`src/rtl/fu_issue_scheduler.sv`:
```
// ---------------------------------------------------------------------------
// fu_issue_scheduler
//
// Per-cycle issue arbiter between the reservation-station entries and the
// functional units. Each RS entry carries a 3-bit FU class from the decoder:
//   000 ALU, 001 MULT, 011 MEM, 100 BR (every other code is never issued).
// At most one entry per class is granted per cycle, chosen by a per-class
// round-robin pointer. The block also tracks the pipelined multiplier (a
// valid shift register) and the non-pipelined memory unit (IDLE/BUSY FSM).
//
// Ports:
//   clock          rising-edge clock
//   reset          asynchronous, active-low reset (0 = in reset)
//   rs_ready       entry i has its operands and is waiting to issue
//   rs_fu          FU class of entry i in bits [3i+2:3i]
//   issue_stall    global hold, no grants this cycle
//   squash         pipeline flush, kills in-flight MULT/MEM tracking
//   mem_done       memory unit finished its current operation
//   grant_vec      OR of all class grants, one bit per entry
//   *_issue        class grant valid this cycle (alu/br/mult/mem)
//   *_idx          granted entry index, 0 when the matching issue is low
//   mult_done      a multiply completes this cycle
//   mult_inflight  number of multiplies currently in the pipe
//   mem_busy       memory unit occupied
// ---------------------------------------------------------------------------
module fu_issue_scheduler #(
  parameter int NUM_RS   = 8,
  parameter int MULT_LAT = 4,
  parameter int IDX_W    = $clog2(NUM_RS),
  parameter int CNT_W    = $clog2(MULT_LAT + 1)
) (
  input  logic                  clock,
  input  logic                  reset,
  input  logic [NUM_RS-1:0]     rs_ready,
  input  logic [3*NUM_RS-1:0]   rs_fu,
  input  logic                  issue_stall,
  input  logic                  squash,
  input  logic                  mem_done,
  output logic [NUM_RS-1:0]     grant_vec,
  output logic                  alu_issue,
  output logic                  br_issue,
  output logic                  mult_issue,
  output logic                  mem_issue,
  output logic [IDX_W-1:0]      alu_idx,
  output logic [IDX_W-1:0]      br_idx,
  output logic [IDX_W-1:0]      mult_idx,
  output logic [IDX_W-1:0]      mem_idx,
  output logic                  mult_done,
  output logic [CNT_W-1:0]      mult_inflight,
  output logic                  mem_busy
);

  localparam logic [2:0] FU_ALU  = 3'b000;
  localparam logic [2:0] FU_MULT = 3'b001;
  localparam logic [2:0] FU_MEM  = 3'b011;
  localparam logic [2:0] FU_BR   = 3'b100;

  // Arbiter slots, one per issuable class.
  localparam int C_ALU  = 0;
  localparam int C_MULT = 1;
  localparam int C_MEM  = 2;
  localparam int C_BR   = 3;
  localparam int NCLS   = 4;

  typedef enum logic {
    MEM_IDLE,
    MEM_BUSY
  } mem_state_e;

  typedef struct packed {
    logic             found;
    logic [IDX_W-1:0] idx;
  } pick_t;

  logic [IDX_W-1:0]    ptr_q   [NCLS];
  logic [IDX_W-1:0]    ptr_d   [NCLS];
  logic [NUM_RS-1:0]   req     [NCLS];
  pick_t               pick    [NCLS];
  logic [NCLS-1:0]     grant;
  logic [MULT_LAT-1:0] multSr_q;
  logic [MULT_LAT-1:0] multSr_d;
  mem_state_e          memState_q;
  logic                memBusy_q;
  logic                allowIssue;
  logic                memAvail;

  // Round-robin pick: first requester at or above ptr, wrapping modulo
  // NUM_RS. The scan runs from the largest offset down so the smallest
  // offset is the last (and therefore winning) assignment.
  function automatic pick_t rrPick(input logic [NUM_RS-1:0] reqVec,
                                   input logic [IDX_W-1:0]  ptr);
    pick_t p;
    int    j;
    p = '0;
    for (int k = NUM_RS - 1; k >= 0; k--) begin
      j = int'(ptr) + k;
      if (j >= NUM_RS) begin
        j = j - NUM_RS;
      end
      if (reqVec[j]) begin
        p.found = 1'b1;
        p.idx   = IDX_W'(j);
      end
    end
    return p;
  endfunction

  // Split the ready vector into one request vector per class. Entries with
  // an unknown class appear in no vector, so they never block anyone.
  always_comb begin
    for (int c = 0; c < NCLS; c++) begin
      req[c] = '0;
    end
    for (int i = 0; i < NUM_RS; i++) begin
      req[C_ALU][i]  = rs_ready[i] && (rs_fu[3*i +: 3] == FU_ALU);
      req[C_MULT][i] = rs_ready[i] && (rs_fu[3*i +: 3] == FU_MULT);
      req[C_MEM][i]  = rs_ready[i] && (rs_fu[3*i +: 3] == FU_MEM);
      req[C_BR][i]   = rs_ready[i] && (rs_fu[3*i +: 3] == FU_BR);
    end
  end

  // Grant generation. Reset, stall and squash all gate every class; the
  // memory unit additionally needs to be idle or finishing this cycle, which
  // is what allows back-to-back memory operations.
  always_comb begin
    allowIssue = reset && !issue_stall && !squash;
    memAvail   = (memState_q == MEM_IDLE) || mem_done;
    for (int c = 0; c < NCLS; c++) begin
      pick[c]  = rrPick(req[c], ptr_q[c]);
      grant[c] = allowIssue && pick[c].found;
    end
    grant[C_MEM] = grant[C_MEM] && memAvail;
  end

  // Output decode. Each entry has exactly one class, so the bits OR-ed into
  // grant_vec always land on distinct entries.
  always_comb begin
    grant_vec = '0;
    for (int c = 0; c < NCLS; c++) begin
      if (grant[c]) begin
        grant_vec[pick[c].idx] = 1'b1;
      end
    end
    alu_issue  = grant[C_ALU];
    mult_issue = grant[C_MULT];
    mem_issue  = grant[C_MEM];
    br_issue   = grant[C_BR];
    alu_idx    = grant[C_ALU]  ? pick[C_ALU].idx  : '0;
    mult_idx   = grant[C_MULT] ? pick[C_MULT].idx : '0;
    mem_idx    = grant[C_MEM]  ? pick[C_MEM].idx  : '0;
    br_idx     = grant[C_BR]   ? pick[C_BR].idx   : '0;
  end

  // Pointer update: move just past the winner, wrapping at the last entry.
  // Classes without a grant (including stall/squash cycles) keep their ptr.
  always_comb begin
    for (int c = 0; c < NCLS; c++) begin
      ptr_d[c] = ptr_q[c];
      if (grant[c]) begin
        ptr_d[c] = (pick[c].idx == IDX_W'(NUM_RS - 1)) ? '0
                                                         : pick[c].idx + 1'b1;
      end
    end
  end

  always_ff @(posedge clock or negedge reset) begin
    if (!reset) begin
      for (int c = 0; c < NCLS; c++) begin
        ptr_q[c] <= '0;
      end
    end else begin
      for (int c = 0; c < NCLS; c++) begin
        ptr_q[c] <= ptr_d[c];
      end
    end
  end

  // Multiplier occupancy: stage 0 is loaded by this cycle's grant and the
  // last stage is the completion strobe, giving MULT_LAT cycles of latency.
  // A squash empties the whole pipe at the next edge.
  always_comb begin
    multSr_d = {multSr_q[MULT_LAT-2:0], mult_issue};
    if (squash) begin
      multSr_d = '0;
    end
  end

  always_ff @(posedge clock or negedge reset) begin
    if (!reset) begin
      multSr_q <= '0;
    end else begin
      multSr_q <= multSr_d;
    end
  end

  assign mult_done = multSr_q[MULT_LAT-1];

  // Population count of the valid bits. An issue and a completion in the
  // same cycle shift one bit in and one out, so the count naturally holds.
  always_comb begin
    mult_inflight = '0;
    for (int i = 0; i < MULT_LAT; i++) begin
      mult_inflight = mult_inflight + CNT_W'(multSr_q[i]);
    end
  end

  // Memory unit FSM with a registered busy flag. Squash wins over both a
  // new grant and mem_done; mem_done while idle has no effect.
  always_ff @(posedge clock or negedge reset) begin
    if (!reset) begin
      memState_q <= MEM_IDLE;
      memBusy_q  <= 1'b0;
    end else if (squash) begin
      memState_q <= MEM_IDLE;
      memBusy_q  <= 1'b0;
    end else begin
      case (memState_q)
        MEM_IDLE: begin
          if (mem_issue) begin
            memState_q <= MEM_BUSY;
            memBusy_q  <= 1'b1;
          end
        end
        MEM_BUSY: begin
          if (mem_done && !mem_issue) begin
            memState_q <= MEM_IDLE;
            memBusy_q  <= 1'b0;
          end
        end
        default: begin
          memState_q <= MEM_IDLE;
          memBusy_q  <= 1'b0;
        end
      endcase
    end
  end

  assign mem_busy = memBusy_q;

endmodule

```
`config.mk`:
```
export PLATFORM = sky130hd
export DESIGN_NAME = fu_issue_scheduler
export DESIGN_NICKNAME = d
export VERILOG_FILES = /design/src/rtl/fu_issue_scheduler.sv
export SDC_FILE = /design/constraint.sdc
export NUM_CORES = 1
export LEC_CHECK = 0
export ABC_AREA = 1
export CAP_MARGIN = 0
export CORE_ASPECT_RATIO = 0.7
export CORE_MARGIN = 2
export CORE_UTILIZATION = 56
export DETAILED_ROUTE_END_ITERATION = 7
export GPL_TIMING_DRIVEN = 1
export PLACE_DENSITY_LB_ADDON = 0.08
export SKIP_CTS_REPAIR_TIMING = 1
export SYNTH_ARGS = -nofsm -noshare
export SYNTH_HDL_FRONTEND = slang
export SYNTH_SLANG_ARGS = --single-unit
```
`constraint.sdc`:
```
create_clock -name clock -period 3.4 [get_ports clock]
set_input_delay 0.34 -clock clock [delete_from_list [all_inputs] [get_ports clock]]
set_output_delay 0.34 -clock clock [all_outputs]
set_load 0.02 [all_outputs]
```
### Word-level counts from Yosys, hierarchy flattened

Index checks and enable logic that the tools add are counted.

* equal/unequal tests: 30
* reduce and logical (&&, ||, !) cells: 57
* multiplexer cells: 189
* $lt $le $gt $ge: 72
* bitwise gates (word level): 4
* $add $sub $neg: 67

Operators with widths (number)
* 32-bit by 5-bit less-than comparator with 1-bit output, second input constant: 32
* 32-bit two-way mux: 32
* 4-bit by 4-bit subtractor with 5-bit output, second input constant: 28
* 4-bit two-way mux: 33
* 4-bit >= comparator, second input constant: 28
* 1-bit binary-select mux with 3-bit select: 32
* 1-bit two-way mux: 74
* 3-bit by 3-bit adder with 4-bit output, second input constant: 16
* 1-bit logical AND: 44
* 3-bit == test, second input constant: 12
* 3-bit by 2-bit adder with 4-bit output, second input constant: 8
* 8-bit two-way mux: 4
* 3-bit by 1-bit == test with 1-bit output, second input constant: 8
* 3-bit by 2-bit == test with 1-bit output, second input constant: 8
* 3-bit zero test: 8
* 3-bit two-way mux: 8
* 8-bit bitwise OR: 3
* 3-bit by 4-bit subtractor with 5-bit output, second input constant: 4
* 3-bit by 1-bit adder with 4-bit output, second input constant: 4
* 3-bit by 4-bit >= comparator with 1-bit output, second input constant: 4
* 3-bit by 4-bit less-than comparator with 1-bit output, second input constant: 4
* 3-bit by 1-bit adder with 3-bit output, second input constant: 4
* 1-bit demux with 3-bit select: 4
* 3-bit by 1-bit >= comparator with 1-bit output, second input constant: 4
* 10 further kinds: 13

* bits in registers: 18
* output and inout port bits: 29
* word-level logic and storage cells: 426
* input bits: 37

### Depth between registers and ports, before layout

Gate-level depths: netlist (run 1).

* depth in word-level cells: 25
* gate-level depth with buffers: 22
* mapped depth without buffers: 21

### Worst setup path after synthesis (run 1)

Ideal clock, no wire load.

* kind: register -> output
* start: register ptr_q[7] (netlist bit)
* end: output grant_vec[7]
* required time: 3060 ps
* cell stages (with the launch flop): 20
* path slack: 600 ps
* data arrival time: 2460 ps
* path buffers: 1
* cells stage by stage: dfrtp_1 buf_4 clkinv_1 ha_1 inv_1 nand3_1 nand3_1 nand2_1 nand3_1 nand2_1 nand2_1 nand2_1 nand2_1 nand2_1 nand2_1 nand2_1 nand2_2 nor2_1 nand2_1 nand4_1

* longest elaborated chain between the ends: 24
* elaborated cells on any way between the ends: 75
* classes of those cells: add/sub (15); order compare (10); mux (45); bitwise (3); reduce/logical (2)

Ends and longest elaborated chain
* from (decl): RTL line 75 `logic [IDX_W-1:0] ptr_q [NCLS];`
* from (signal, indexed assignment): RTL line 173 `ptr_q[c] <= ptr_d[c];`
* 3-bit by 3-bit adder with 4-bit output: RTL line 96 `j = int'(ptr) + k;`
* 4-bit by 4-bit subtractor with 5-bit output or 4-bit >= comparator (tied branches): RTL line 98, 97
* 32-bit two-way mux: RTL line 97 `if (j >= NUM_RS) begin`
* 1-bit binary-select mux with 3-bit select: RTL line 100 `if (reqVec[j]) begin`
* 1-bit two-way mux (not written as such) (2 in series): RTL line 100
* 4-bit two-way mux (7 in series): RTL line 100
* 4-bit two-way mux *: RTL line 100
* 3-bit by 4-bit less-than comparator with 1-bit output (not written as such) or 3-bit by 1-bit >= comparator with 1-bit output (tied branches): RTL line 141 `grant_vec[pick[c].idx] = 1'b1;`
* 1-bit logical AND (not written as such): RTL line 141
* 1-bit two-way mux (not written as such): RTL line 141
* 1-bit demux with 3-bit select: RTL line 141
* 8-bit bitwise OR (no source line)
* 8-bit two-way mux *: RTL line 140 `if (grant[c]) begin`
* 8-bit bitwise OR (no source line)
* 8-bit two-way mux *: RTL line 140
* 8-bit bitwise OR (no source line)
* 8-bit two-way mux *: RTL line 140
* to (decl): RTL line 39 `output logic [NUM_RS-1:0] grant_vec,`

Mark *: on every way between the ends. The rest lies on a longest branch, timed or not. The select of a mux whose other input is x is not followed.

### Worst setup path in the final report (run 1)

* start: input rs_fu[10]
* end: output grant_vec[5]

* longest elaborated chain between the ends: 24
* elaborated cells on any way between the ends: 168
* classes of those cells: order compare (8); eq/ne (3); mux (140); bitwise (3); reduce/logical (14)

Ends and longest elaborated chain
* from (decl): RTL line 35 `input logic [3*NUM_RS-1:0] rs_fu,`
* 3-bit zero test: RTL line 115 `req[C_ALU][i] = rs_ready[i] && (rs_fu[3*i +: 3] == FU_ALU);`
* 1-bit logical AND: RTL line 115
* 1-bit binary-select mux with 3-bit select: RTL line 100
* 1-bit two-way mux (not written as such) (2 in series): RTL line 100
* 4-bit two-way mux (8 in series): RTL line 100
* 3-bit by 4-bit less-than comparator with 1-bit output (not written as such) or 3-bit by 1-bit >= comparator with 1-bit output (tied branches): RTL line 141
* 1-bit logical AND (not written as such): RTL line 141
* 1-bit two-way mux (not written as such): RTL line 141
* 1-bit demux with 3-bit select: RTL line 141
* 8-bit two-way mux: RTL line 140
* 8-bit bitwise OR (no source line)
* 8-bit two-way mux: RTL line 140
* 8-bit bitwise OR (no source line)
* 8-bit two-way mux: RTL line 140
* 8-bit bitwise OR (no source line)
* 8-bit two-way mux *: RTL line 140

Marked as above.

==> results of run 1 <==
## placed cells by master, fill, tap and decap left out, drive strengths merged
cell type	Yosys	routed
inv	133	133
clkdlybuf4s50	0	41
clkinv	1	1
clkbuf	0	8
a21oi	28	28
o22ai	1	1
nand2	233	233
nand4	17	17
o221ai	1	1
o21ai	12	12
nor3	1	1
xor2	4	4
xnor2	8	8
dfrtp	18	18
a21boi	1	1
nor2	83	83
dlymetal6s2s	0	19
fa	1	1
o211ai	1	1
a31oi	1	1
o31ai	1	1
ha	14	14
buf	13	86
nand3	203	203
a31o	1	1
## metal layers
metal	global-route usage, %	wire (microns)
met4	7.40	442
met3	9.50	2080
met5	0	0
met1	49.2	6310
met2	59.7	6640
## per-stage QoR
step                area (sq um)  cells  TNS, ps
global route                5640   1015    -49.9
finish                      5640   1015        0
floorplan                   4180    776        0
detailed placement          5490   1009    -1500
CTS                         5540   1013    -1940
global placement            5490   1009     -887
## sequential cells by signal, indices dropped and copies added, names as in the netlist
register / count
memState_q: 1
mem_busy: 1
multSr_q: 4
ptr_q: 12
## area by class of cell
class                      instances  share of cell area (%)
tap                               98                    2.17
inverter                         134                    8.97
clock buffer                       4                   0.976
timing repair buffer             150                    23.3
sequential                        18                    7.99
multi-input combinational        611                    56.6
## worst reg2reg max path, delay by kind of cell (launching register included)
| kind | cells | cell delay (ps) |
|---|---|---|
| AND/OR/NAND/NOR | 10 | 810 |
| adder cells (fa/ha/maj) | 3 | 700 |
| buffers and inverters | 3 | 450 |
| flip-flops | 1 | 410 |
| XOR/XNOR | 1 | 230 |
| AO/OA/AOI/OAI | 2 | 220 |
## final timing paths
| kind | end | from | slack (ps) | cells after the start |
|---|---|---|---|---|
| setup / recovery | grant_vec[5] | rs_fu[10] | 120 | 19 |
| hold / removal | memState_q | reset | 450 | 2 |
| setup reg to reg | ptr_q[5] | ptr_q[3] | 480 | 19 |
| hold reg to reg | multSr_q[3] | multSr_q[2] | 510 | 2 |
| max in group asynchronous | ptr_q[10] | reset | 2740 | 2 |
| min in group clock | multSr_q[3] | multSr_q[2] | 510 | 2 |
## cells by family after synthesis
kind of cell,synth area share (%)
AOI/OAI and AO/OA,6.85
and+or+nand+nor,59.2
adders and majority gates,4.67
DFF,10.8
buffers and inverters,14.4
xor gates and xnor gates,4.13
==> metrics, run 1 <==
Vias 5784; Final Hold Fails 0; final count of pins violating max slew 0; Die Span Y roughly 76 microns; fraction of registers with async set/reset 100%; f_max 304 MHz; Core ar. approximately 0.0073 sq mm; synthesized area 0.00418 sq mm; Worst-Margin Slew 442 ps; pin count of the biggest net entering global routing 19; initial antenna violation count 0; Worst Path Required ~3100 ps; share of cells above drive strength 1 21.2%; Place WS -214 ps; startpoint class of the critical path primary input; die area 0.00819 sq mm; CTS Buf Count 3; Hold WC Path Type in -> async; final core occ 77.7%; critical-path cell list clkdlybuf4s50_1 > nand2_1 > nor2_1 > nand2_1 > nand3_1 > nand3_1 > nand2_1 > inv_1 > nand2_1 > nand3_1 > nand2_1 > nand2_1 > nand2_1 > nand2_1 > nand2_2 > buf_4 > nand3_1 > nand3_1 > dlymetal6s2s_1; total track usage a little under two fifths; Worst-path clk slew 80 ps; Starting Density 57.7%; Synth Register Bits 18; nets 970; final setup margin 116 ps; FILL cells a little under 600; slowest cell on the critical path clkdlybuf4s50_1; DR vias/cell 5.70; synth-to-layout area growth 34.7%; TritonCTS clock tree done; first-pass GRT wire length ~25000 microns; syn_area_per_cell 5.39 sq um; top cell type's share of synthesized area between 20% and 30%; row cnt 26; I/O pins 66; vias in the first global route 5360; Tcrit/Tclk final between 90% and 100%; Post-route DRC 0; syn nets 828; cell family with the largest share of critical-path delay simple AND/OR/NAND/NOR gates; area leader, netlist nand3_1; port bufs 65; synth warn 0; status finished, final reports clean; total routed wirelength 15500 microns; Critical Path AT 2940 ps; die width approximately 110 microns; clk_skew 2.77 ps; count of antenna-violating nets left after detailed routing 0; Seq/Total Area, Yosys 10.8%; RSZ-0062 raised after global routing true; # clock sinks 18; fin crit period 3280 ps; Crit Path Category in -> out; Max Cap Viol 0; Crit Path Max Fanout 5; DRT iter0 DRCs 677; Max-slew headroom 70.5%; drt first pass iters 8; clk buf depth 2; Final GP Congestion 0.981; Hold Slack 450 ps; CTS Root Cell clkbuf_8; EDFF count, synth 0; crit path capture type output pin; Gate Count Post-Synth 776; Buf/Inv on CP 4; Post-synth top flop dfrtp_1; dpl hpwl 12500 microns; most frequent cell on the critical path nand2_1; # diodes 0; Avg WL per Cell around 15 microns; htree depth 1; footprint of the multi-input gates 0.00319 sq mm; final setup fails 0; CP max stage delay 590 ps; total congestion overflow 0; Synth top cells by count nand2_1, nand3_1, inv_1; top post-synthesis cells by area nand3_1, nand2_1, dfrtp_1, inv_1, nor2_1; sequential cell area 450 sq um; synth unique cells 37; count leader, synth nand2_1; worst skew pair latency 260 ps
Power of run 1 is left out: the tool's default activity adds up to more than one toggle a clock period on the data nets, which glitch-free logic cannot reach.
==> run 2, diff against run 1 <==
- CTS_BUF_LIST: unset -> sky130_fd_sc_hd__clkbuf_16
- HOLD_SLACK_MARGIN: unset -> 0.02
==> metrics, run 2 (synthesis gave the netlist of run 1 again) <==
max reg flops 12 (unchanged); Avg WL per Cell 15.3 microns (+0.27%); dpl hpwl 12500 microns (unchanged); startpoint class of the critical path primary input; pin count of the biggest net entering global routing 19 (unchanged); CTS Buf Count 3 (unchanged); DRT iter0 DRCs 622 (-8.1%); Largest regs ptr_q (12), multSr_q (4); Reg2Reg Setup Slack 460 ps (-20 ps); die area 0.00819 sq mm (unchanged); most frequent cell on the critical path nand2_1; htree depth 1 (unchanged); clk buf depth 2 (unchanged); clk_skew 1.91 ps (-0.861 ps); total routed wirelength 15500 microns (about the same); Core ar. 0.00725 sq mm (unchanged); first-pass GRT wire length 24900 microns (+1.0%); Final Hold Fails 0 (unchanged); Die Span Y 76.3 microns (unchanged); R2R Path End ptr_q[5]; most common cell after layout, fill and taps aside nand2_1; cell family with the largest share of critical-path delay simple AND/OR/NAND/NOR gates; final count of pins violating max slew 0 (unchanged); nets 968 (-0.21%); cell area after layout 0.00563 sq mm (about the same); FILL cells 578 (-0.52%); crit path capture type output pin; Worst-Margin Slew 453 ps (+11.1 ps); port bufs 65 (unchanged); Max Cap Viol 0 (unchanged); drt first pass iters 8 (unchanged); commonest cells after routing, fill and taps aside nand2_1, nand3_1, inv_1, buf_4, nor2_1; share of cells above drive strength 1 20.2% (-0.94 points); DR vias/cell 5.75 (+0.84%); total congestion overflow 0 (unchanged); RSZ-0062 raised after global routing true; fin crit period 3290 ps (+7.37 ps); count of antenna-violating nets left after detailed routing 0 (unchanged); Worst-path clk slew 60 ps (-20 ps); Biggest register ptr_q; initial antenna violation count 0 (unchanged); TritonCTS clock tree done; Reg-to-Reg Start ptr_q[3]; row cnt 26 (unchanged); Starting Density 57.7% (unchanged); # diodes 0 (unchanged); # clock sinks 18 (unchanged); worst skew pair latency 250 ps (about the same); Tcrit/Tclk final 96.8% (+0.22 points); final setup fails 0 (unchanged); f_max 304 MHz (-0.22%); Crit Path Max Fanout 5 (unchanged); CTS Root Cell clkbuf_16; status finished, final reports clean; die width 107 microns (unchanged); Crit Path Category in -> out; worst reg2reg path depth 19 (unchanged); Post-route DRC 0 (unchanged); slowest cell on the critical path clkdlybuf4s50_1; Final GP Congestion 0.981 (unchanged); critical-path cell list clkdlybuf4s50_1 > nand2_1 > nor2_1 > nand2_1 > nand3_1 > nand3_1 > nand2_1 > inv_1 > nand2_1 > nand3_1 > nand2_1 > nand2_1 > nand2_1 > nand2_1 > nand2_2 > buf_4 > nand3_1 > nand3_1 > dlymetal6s2s_1; Critical Path AT 2950 ps (about the same); Buf/Inv on CP 4 (unchanged); Max-slew headroom 69.8% (-0.74 points); Vias 5821 (+0.64%); CP max stage delay 570 ps (-20 ps); Hold WC Path Type in -> async; total track usage 37.1% (+0.39 points); I/O pins 66 (unchanged); synth-to-layout area growth 34.7% (about the same); vias in the first global route 5410 (+0.93%); placed instance area 0.00549 sq mm (unchanged); Worst Path Required 3060 ps (about the same)
[run 2: stage by stage]
step	worst slack, ps	instances	TNS (ps)	hold WS (ps)	util (%)
2_1_floorplan	600	776	0	44.4	-
3_3_place_gp	-162	1009	-887	476	75.6
3_5_place_dp	-214	1009	-1500	508	75.6
4_1_cts	-231	1013	-1860	470	76.7
5_1_grt	-50.8	1013	-108	506	77.7
6_report	108	1013	0	466	77.7
[run 2: worst max path at each step]
stage,start,end,depth (start not counted)
after floorplan,ptr_q[7],grant_vec[7],19
after global placement,rs_fu[15],grant_vec[2],18
after detailed placement,rs_ready[4],grant_vec[0],20
after CTS,rs_ready[4],grant_vec[0],20
after global routing,rs_fu[5],grant_vec[3],23
final,rs_fu[9],grant_vec[5],19
[run 2: per-layer routing]
layer / track usage [%] / vias up / part of all wire, %
met5: 0 / - / 0
met4: 7.53 / 0 / 2.5
met3: 9.92 / 56 / 13
met2: 60.6 / 396 / 43
met1: 49.3 / 2585 / 41
li1: - / 2784 / -
[run 2: area by class of cell]
cell class	instances	area [sq um]	share of cell area (%)
multi-input combinational	611	3180	56.5
tap	98	123	2.18
clock inverter	1	3.75	0.0666
sequential	18	450	7.99
clock buffer	3	75.1	1.33
timing repair buffer	148	1300	23.0
inverter	134	505	8.97
[run 2: worst reg2reg max path, stage by stage, from the launching register on]
cell and delay [ps]:
dfrtp_1 400, buf_4 190, ha_1 230, xor2_2 230, inv_1 100, nand3_1 140
nand2_1 120, a21oi_1 140, nand2_1 70, nand2_1 60, nand2_1 40, nand2_1 50
nand2_1 50, nand2_1 80, nand2_2 130, buf_4 170, ha_1 190, ha_1 270
nand2_1 80, o21ai_0 80
Power of run 2 is left out for the same reason.
